## src/rtl/handshake_buffer.sv

```systemverilog
// Elastic valid/ready FIFO stage with fill-level reporting and synchronous flush.
// Optional zero-latency fall-through when empty: define HANDSHAKE_BUFFER_BYPASS_EN.
module handshake_buffer #(
    parameter int WIDTH = 32,
    parameter int DEPTH = 4
) (
    input  logic                     clk,
    input  logic                     rst,
    input  logic                     flush,
    input  logic                     in_valid,
    output logic                     in_ready,
    input  logic [WIDTH-1:0]         in_data,
    output logic                     out_valid,
    input  logic                     out_ready,
    output logic [WIDTH-1:0]         out_data,
    output logic [$clog2(DEPTH):0]   level
);
    localparam int AW = $clog2(DEPTH);
    localparam int LW = AW + 1;

    logic [WIDTH-1:0] mem [DEPTH];
    logic [AW-1:0]    wr_ptr, rd_ptr;
    logic [LW-1:0]    count;
    logic             empty, full, push, pop, store, unload;

    assign empty    = (count == '0);
    assign full     = (count == LW'(DEPTH));
    // Ready depends only on registered state and flush, never on out_ready.
    assign in_ready = !full && !flush;
    assign push     = in_valid && in_ready;
    assign pop      = out_valid && out_ready;
    assign level    = count;

`ifdef HANDSHAKE_BUFFER_BYPASS_EN
    logic bypass;
    assign bypass    = empty && !flush;
    assign out_valid = bypass ? in_valid : !empty;
    assign out_data  = bypass ? in_data  : mem[rd_ptr];
    // A word taken straight through in the same cycle is never stored.
    assign store     = push && !(bypass && out_ready);
    assign unload    = pop && !empty;
`else
    assign out_valid = !empty;
    assign out_data  = mem[rd_ptr];
    assign store     = push;
    assign unload    = pop;
`endif

    always_ff @(posedge clk or negedge rst) begin
        if (!rst) begin
            wr_ptr <= '0;
            rd_ptr <= '0;
            count  <= '0;
        end else if (flush) begin
            wr_ptr <= '0;
            rd_ptr <= '0;
            count  <= '0;
        end else begin
            if (store)  wr_ptr <= wr_ptr + 1'b1;
            if (unload) rd_ptr <= rd_ptr + 1'b1;
            case ({store, unload})
                2'b10:   count <= count + 1'b1;
                2'b01:   count <= count - 1'b1;
                default: count <= count;
            endcase
        end
    end

    // Storage is intentionally not reset.
    always_ff @(posedge clk) begin
        if (store) mem[wr_ptr] <= in_data;
    end
endmodule

```

## config.mk

```make
export PLATFORM = sky130hd
export DESIGN_NAME = handshake_buffer
export DESIGN_NICKNAME = d
export VERILOG_FILES = /design/src/rtl/handshake_buffer.sv
export SDC_FILE = /design/constraint.sdc
export NUM_CORES = 1
export LEC_CHECK = 0
export ABC_AREA = 1
export BUFFER_PORTS_ARGS = -buffer_cell sky130_fd_sc_hd__buf_4
export CORE_MARGIN = 2
export CORE_UTILIZATION = 50
export DETAILED_ROUTE_END_ITERATION = 7
export GPL_ROUTABILITY_DRIVEN = 0
export HOLD_SLACK_MARGIN = 0.05
export PLACE_DENSITY = 0.74
export SLEW_MARGIN = 20
export SYNTH_ARGS = -nofsm -noshare
export SYNTH_HDL_FRONTEND = slang
export SYNTH_SLANG_ARGS = --single-unit
```

## constraint.sdc

```tcl
create_clock -name clk -period 2.3 [get_ports clk]
set_input_delay 0.115 -clock clk [delete_from_list [all_inputs] [get_ports clk]]
set_output_delay 0.115 -clock clk [all_outputs]
set_load 0.1 [all_outputs]
```

==> results.md <==
- Total number of vias: 3,389
- Cell Chain, Critical Path: inv_2 > buf_12 > nor2_1 > o22ai_2 > buf_4
- Synth async-reset ratio: 0.0519
- Hold Vio Cnt, Final: 0
- Setup ws final: 103 ps
- First-pass GRT wire length: 17,600 um
- Avg WL per Cell: 17.1 um
- Vias per cell: 5.35
- Vias in the first global route: 3,524
- Routed Antenna Nets: 0
- Setup violators final: 0
- #FFs+latches synth: 135
- RSZ-0062 raised after global routing: no
- Yosys Warn Count: 0
- Slowest stage cell, crit path: dfrtp_2
- I/O pins: 74
- Startpoint types: flip-flop
- Crit share post-route: 0.955
- Largest net degree at the start of global routing: 66
- Yosys top cell area share: 0.738
- CP max FO: 27
- Slew Limit Fails: 0
- Worst EP required: 2180 ps
- Post-synthesis sequential area ratio: 0.772
- Largest family of logic cells by synthesized area: compound AO/OA/AOI/OAI gates
- Clk buf depth: 2
- M2 GR Usage: 0.351
- Post-route insts no fill: 634
- Post-layout minimum cycle time: 2200 ps
- Hold WC Path Type: in2reg
- Most common cell in the netlist: edfxtp_1
- Syn_nets: 412
- GR Layer Usage met1: 0.265
- CP Class: reg2out
- Die height: 106 um
- # rows: 37
- Fin Setup TNS: 0 ps
- Worst setup EP type: output pin
- Dpl hpwl: 6100 um
- Top cells by area, synth: edfxtp_1 74%, nor2_1 4.9%, o21ai_0 3.9%
- Die Wd: 106 um
- Worst skew pair latency: 520 ps
- Yosys top cell by area: edfxtp_1
- Layout cells sized above 1: 0.323
- Clock Skew: 10.6 ps
- Least-Margin Pin Slew: 1060 ps
- Global route hottest layer: met2
- Compound-Gate Fraction of Synth Area: 0.108
- VDD IR max: 0.920 mV
- I/O Buffers: 73
- Library cells used by synthesis: 25
- CTS tree: built
- Leak: 2.59 nW
- Number of diodes: 0
- Synth Area per Inst: 14.1 um2
- Place WS: 138 ps
- Drt total wl: 10,900 um
- Area growth from synthesis to layout: 36.6%
- Die area: 11,200 um2
- H-tree depth: 4
- Core Region: 10,200 um2
- Pre-antenna DRT Iters: 5
- Total setup buffers inserted after CTS: 0
- Slew headroom: 0.290
- Reg clk slew, reported paths: 60 ps
- Arrival time at the worst endpoint: 2080 ps
- Clock Sinks: 135
- Adder-Cell Fraction of Synth Area: 0.0135
- Most used DFF post-synth: edfxtp_1
- Final core occ: 0.696
- Placed Instances: 566
- CTS Buf Count: 17
- Initial antenna violation count: 0
- Post-DP Area: 6150 um2
- Fill count: 696
- Syn Inst Count: 370
- Grt ovf: 0
- DRC: 0
- M3 GR Usage: 0.0503
- Initial drt markers: 146
- Pwr Density: 1180 nW/um2
- Status: complete, no violations
- Post-Synth Simple-Gate Area: 0.0766
- Mapped cell area: 5210 um2
- Fmax: 455 MHz
- Crit-path max cell delay: 420 ps
- EDFF count, synth: 128
- All-layer global routing usage: 0.207
- Max capacitance violation total: 0
- Initial cell density of the core: 0.509
- Mux share of post-synthesis cell area: 0
- Synth Area in XOR/XNOR: 0.00168
- Clock Root Buffer: clkbuf_8
- Net count, final: 528
- Finished Cell Area: 7120 um2
- Synth top cells by count: 128 x edfxtp_1, 68 x nor2_1, 41 x o21ai_0
placed cells by master, fill, tap and decap left out:
master,instances
clkbuf_8,1
nand3b_1,1
clkinvlp_4,3
ha_1,4
bufinv_16,3
nand2_2,2
o22ai_2,32
fa_1,1
a21oi_4,1
nand3_1,7
nor2_1,64
dfrtp_2,3
a21boi_2,1
dlygate4sd3_1,37
o21ai_0,41
inv_6,2
clkinv_4,5
o21ai_1,25
xnor2_1,1
nand4_1,3
nand2_1,10
buf_4,78
a21oi_1,2
nand3_2,1
clkbuf_16,16
edfxtp_1,128
nand2_4,1
dfrtp_4,1
dfrtp_1,3
buf_6,1
nor2_4,5
inv_1,9
inv_2,3
buf_12,2
clkbuf_1,1
path summary, 6_finish.rpt:
kind	start	to	slack (ps)	cells past startpoint
max in group asynchronous	rst	level[0]	1440	3
setup / recovery	rd_ptr[0]	out_data[9]	100	5
min in group asynchronous	rst	level[0]	580	3
hold reg to reg	wr_ptr[0]	wr_ptr[0]	550	1
setup reg to reg	level[0]	mem[0][9]	150	4
hold / removal	flush	rd_ptr[0]	80	5
worst max-delay path: cells and delay by family (launching register included):
family,cells,cell delay (ps)
and+or+nand+nor,1,70
DFF,1,420
buffers and inverters,3,890
AOI/OAI and AO/OA,1,190
cell type report:
class	instances	area, um2	area share
clock inverters	13	174	0.0244
flip-flops and latches	135	4030	0.566
repair buffers	118	1010	0.142
well taps	136	170	0.0239
multi-input cells	202	1280	0.179
inverters	12	45.0	0.00633
clock buffers	18	418	0.0587
registers in the layout (all words and copies together) (netlist names):
| register | cells |
|---|---|
| level | 3 |
| wr_ptr | 2 |
| rd_ptr | 2 |
| mem | 128 |
power by group:
group          internal [mW]  switching (mW)
clock network           1.66            1.02
logic                  0.643            2.19
registers               2.83          0.0578
logic make-up (layout without fill, tap and decap cells):
logic type	after synthesis	after routing
and+or+nand+nor	94	94
adders and majority gates	5	5
AOI/OAI and AO/OA	102	102
DFF	135	135
buffers and inverters	33	161
xor gates and xnor gates	1	1
metrics by stage:
stage               total power [mW]  hold WS [ps]
finish                          8.39          82.4
global route                    8.66          76.8
floorplan                       5.13          -181
detailed placement              5.72         -64.3
global placement                5.68         -64.6
CTS                             8.44          55.3
what timing repair did:
action                                  in CTS  in global routing
gates resized for setup                      1                  0
hold buffers                                37                  0
endpoints found under the setup margin       8                  0
hold endpoints to repair                   137                  0
metal layers:
layer / wire (um) / vias up
li1: - / 1610
met1: 4680 / 1674
met2: 5600 / 99
met3: 528 / 6
met4: 53 / 0
met5: 0 / -
Power figures use the tool's default switching activity.
